[src/rtl/bcd_counter_2digits.sv]
// Two-digit packed-BCD event counter (00..99) with a rollover flag.
// Optional two-digit multiplexed seven-segment driver enabled by `define SEG_DISPLAY_EN.
module bcd_counter_2digits #(
    parameter int N           = 8,
    parameter int REFRESH_DIV = 125_000
) (
    input  logic         clk,
    input  logic         reset,
    input  logic         en,
    output logic [N-1:0] q,
    output logic         max_tick
`ifdef SEG_DISPLAY_EN
    ,
    output logic [1:0]   an,
    output logic [6:0]   seg
`endif
);

    logic [3:0] ones_q, ones_d;
    logic [3:0] tens_q, tens_d;

    // Any digit value >= 9 is treated as 9 so forced non-BCD states recover.
    always_comb begin
        ones_d = ones_q;
        tens_d = tens_q;
        if (en) begin
            if (ones_q >= 4'd9) begin
                ones_d = '0;
                tens_d = (tens_q >= 4'd9) ? 4'd0 : tens_q + 4'd1;
            end else begin
                ones_d = ones_q + 4'd1;
            end
        end
    end

    always_ff @(posedge clk or negedge reset) begin
        if (!reset) begin
            ones_q <= '0;
            tens_q <= '0;
        end else begin
            ones_q <= ones_d;
            tens_q <= tens_d;
        end
    end

    always_comb begin
        q      = '0;
        q[7:0] = {tens_q, ones_q};
    end

    assign max_tick = en & ({tens_q, ones_q} == 8'h99);

`ifdef SEG_DISPLAY_EN
    localparam int RW = (REFRESH_DIV > 2) ? $clog2(REFRESH_DIV) : 1;

    typedef enum logic {
        SEL_ONES = 1'b0,
        SEL_TENS = 1'b1
    } sel_e;

    logic [RW-1:0] refresh_q, refresh_d;
    sel_e          sel_q, sel_d;
    logic [1:0]    an_q, an_d;
    logic [6:0]    seg_q, seg_d;
    logic [3:0]    digit;

    function automatic logic [6:0] seg_code(input logic [3:0] d);
        case (d)
            4'd0:    seg_code = 7'b0000001;
            4'd1:    seg_code = 7'b1001111;
            4'd2:    seg_code = 7'b0010010;
            4'd3:    seg_code = 7'b0000110;
            4'd4:    seg_code = 7'b1001100;
            4'd5:    seg_code = 7'b0100100;
            4'd6:    seg_code = 7'b0100000;
            4'd7:    seg_code = 7'b0001111;
            4'd8:    seg_code = 7'b0000000;
            default: seg_code = 7'b0000100;
        endcase
    endfunction

    always_comb begin
        refresh_d = refresh_q + RW'(1);
        sel_d     = sel_q;
        if (refresh_q == RW'(REFRESH_DIV - 1)) begin
            refresh_d = '0;
            sel_d     = (sel_q == SEL_ONES) ? SEL_TENS : SEL_ONES;
        end
        digit = (sel_q == SEL_TENS) ? tens_q : ones_q;
        an_d  = (sel_q == SEL_TENS) ? 2'b01 : 2'b10;
        seg_d = seg_code(digit);
    end

    always_ff @(posedge clk or negedge reset) begin
        if (!reset) begin
            refresh_q <= '0;
            sel_q     <= SEL_ONES;
            an_q      <= 2'b10;
            seg_q     <= 7'b0000001;
        end else begin
            refresh_q <= refresh_d;
            sel_q     <= sel_d;
            an_q      <= an_d;
            seg_q     <= seg_d;
        end
    end

    assign an  = an_q;
    assign seg = seg_q;
`endif

endmodule

[config.mk]
export PLATFORM = sky130hd
export DESIGN_NAME = bcd_counter_2digits
export DESIGN_NICKNAME = d
export VERILOG_FILES = /design/src/rtl/bcd_counter_2digits.sv
export SDC_FILE = /design/constraint.sdc
export NUM_CORES = 1
export LEC_CHECK = 0
export ABC_AREA = 0
export CORE_AREA = 3 3 40 42
export CTS_CLUSTER_SIZE = 20
export DETAILED_ROUTE_END_ITERATION = 7
export DIE_AREA = 0 0 43 45
export PLACE_DENSITY_LB_ADDON = 0.25
export SYNTH_ARGS = -nofsm -noshare
export SYNTH_HDL_FRONTEND = slang
export SYNTH_SLANG_ARGS = --single-unit
[constraint.sdc]
create_clock -name clk -period 2.1 [get_ports clk]
set_input_delay 0.315 -clock clk [delete_from_list [all_inputs] [get_ports clk]]
set_output_delay 0.315 -clock clk [all_outputs]
set_load 0.005 [all_outputs]
==> summary.txt <==
Die
  • Io pins: 12
  • Site row count: 13
  • Die Y: ~45 um
  • Core box area: 0.00128 mm^2
  • Initial core utilization: roughly two fifths
  • Die area: 0.00194 mm^2
  • Die Wd: 43 um

Timing
  • Slew headroom: 72.1%
  • WHS: 345 ps
  • Clock skew: roughly 6 ps
  • Setup violators final: 0
  • Hold Vio Cnt, Final: 0
  • Fmax: ~500 MHz
  • Worst setup slack after layout: 108 ps
  • Tmin final: about 2000 ps
  • Max Slew Vio Count: 0
  • Worst slew pin tran: 416 ps
  • Final period utilization: approximately 95%

Final layout
  • Layout area overhead: 35.2%
  • Ant. Diodes: 0
  • Fillers: approximately 130
  • Fin area: 682 um^2
  • Non-filler instance count after layout: 81
  • FF+latch area: 201 um^2
  • Post-layout util: ~53%
  • Share of layout cells above drive strength 1: 22.7%
  • Nets@finish: a little under 80
  • Area of the multi-input gates: 288 um^2

Clock tree
  • Max clock buf depth: 2
  • CTS sink count: 8
  • TritonCTS Buffers: 3
  • H-Tree Depth: 1
  • Worst-Skew Late Latency: around 250 ps
  • Hold_buf cts: 0
  • Clock Root Buffer: clkbuf_4
  • TritonCTS clock tree: built
  • Clock transition at path regs: 60 ps

Power
  • P_sw: 324 uW
  • Clock power share: a little over an eighth
  • Flop pwr share: 36.1%
  • Pint: roughly 530 uW
  • Power Density: between 1000 and 1500 mW/mm^2
  • Combinational power share: between 50% and 60%
  • Static Leakage: 0.295 nW
  • Peak VDD IR: 0.528 mV
  • Net Sw Frac: 38.0%

Synth
  • Most frequent cell after synthesis: dfrtp_1
  • Sequential fraction of the synthesis area: 39.7%
  • Syn Nets: 59
  • Top cells by area, synth: dfrtp_1 40%, ha_1 15%, inv_1 5.2%
  • Async S/R FF share, synth: 100%
  • Syn avg cell area: approximately 10 um^2
  • #FFs+latches synth: 8
  • Mapped Area: 504 um^2
  • Commonest cells post-synth: 8 x dfrtp_1, 7 x inv_1, 6 x ha_1, 3 x nor2_1, 3 x o21ai_0
  • Ys flop type: dfrtp_1
  • Number of synthesized flops with an enable pin: 0
  • Top-area cell type share of the netlist area: 39.7%
  • Synth area leader: dfrtp_1
  • Yosys synthesis warning count: 0
  • Synth unique cells: 25
  • Post-Syn Instances: 50

Place
  • Pre-CTS WS: 72.3 ps
  • Final HPWL DP: 734 um
  • Placed cell count: 77
  • Placed Area: 641 um^2
  • Port buffer count: 11
  • Global placer's final weighted congestion: 0.729

Routing
  • DRC Markers: 0
  • Via-to-Cell Ratio: roughly 5.2
  • Post-route ant nets: 0
  • Pre-Repair DR Iteration Count: 4
  • WL final: 1.01 mm
  • Vias: 425
  • Initial DRC Count: 4
  • WL per Instance: 12.4 um

Worst setup path
  • Critical Path Start Type: primary input
  • Max stage delay cell, worst path: clkdlybuf4s50_1
  • Reg2Reg Launch Point: ones_q[0]
  • Critical-path cell list: clkdlybuf4s50_1 -> nor2b_2 -> nand3_1 -> nor3_2 -> clkdlybuf4s50_1
  • Worst path arrival time: 1680 ps
  • Crit path from: en
  • WS Path Type: in2out
  • Crit-path max cell delay: 510 ps
  • Worst Path Required: between 1500 and 2000 ps
  • Most frequent CP cell: clkdlybuf4s50_1
  • Max FO, Critical Path: 2
  • Critical path endpoint category: primary output

Outcome
  • Status: finished, final reports clean

GRT
  • Initial antenna violation count: 0
  • Largest net degree at the start of global routing: 9
  • Vias in the first global route: roughly 370
  • Gr ovfl total: 0
  • Total track usage: between 10% and 20%
  • Global-route wire length before repair: 1.70 mm

Min path
  • Hold crit path type: in2async

Run
  • Max cap viols: 0
## per-layer routing
layer | track usage [%] | share of wire, % | wire length, um
met4 | 5.42 | 0.99 | 10
met5 | 0 | 0 | 0
met2 | 17.4 | 43 | 431
met1 | 16.3 | 50 | 506
met3 | 7.17 | 5.8 | 58
## sequential cells by signal (all words and copies together) (netlist names)
register  count
ones_q        4
tens_q        4
## final timing paths
check	end	slack [ps]	cells after the start
max reg2reg	tens_q[0]	520	5
min in group clk	tens_q[2]	600	1
max	max_tick	110	5
min reg2reg	tens_q[2]	600	1
min	ones_q[2]	350	1
max in group asynchronous	ones_q[1]	1450	1
## layout make-up
| cell class | instances | area share [%] |
|---|---|---|
| sequential | 8 | 29.5 |
| inverter | 7 | 3.85 |
| tap | 15 | 2.75 |
| clock buffer | 3 | 3.30 |
| multi-input combinational | 35 | 42.2 |
| timing repair buffer | 13 | 18.3 |
## critical path, delay by kind of cell
| kind | cells | cell delay (ps) |
|---|---|---|
| buffers and inverters | 2 | 980 |
| AND/OR/NAND/NOR | 3 | 380 |
## power by group through the flow
stage | Combinational, mW | Sequential (mW) | Clock (mW)
floorplan | 0.228 | 0.298 | 0
global placement | 0.406 | 0.306 | 0
detailed placement | 0.408 | 0.306 | 0
CTS | 0.409 | 0.304 | 0.123
global route | 0.489 | 0.324 | 0.134
finish | 0.428 | 0.308 | 0.116
## logic make-up (layout without fill, tap and decap cells)
| family | count (synthesis) | after routing | share of synthesized area, % |
|---|---|---|---|
| muxes | 2 | 2 | 4.22 |
| and+or+nand+nor | 16 | 16 | 18.1 |
| adders and majority gates | 6 | 6 | 14.9 |
| buffers and inverters | 7 | 23 | 5.21 |
| AOI/OAI and AO/OA | 11 | 11 | 17.9 |
| DFF | 8 | 8 | 39.7 |
## cells in the final DEF (no fill, tap or decap), types with 2 or more instances in the layout
cell type and count:
nor2_1 3, nand3_1 2, buf_4 2, ha_1 5, o21ai_0 3, clkdlybuf4s50_1 11, clkbuf_4 3, nand2_1 2
dfrtp_1 7, inv_1 6
## repair_timing
item	4_1_cts	5_1_grt
gates resized for setup	0	5
buffers inserted	0	1
endpoints found under the setup margin	0	1
## stage by stage
stage / power, mW / TNS (ps)
floorplan: 0.526 / 0
global placement: 0.711 / 0
detailed placement: 0.714 / 0
CTS: 0.837 / 0
global route: 0.947 / -16.7
finish: 0.853 / 0
(Power assumes the default switching activity.)
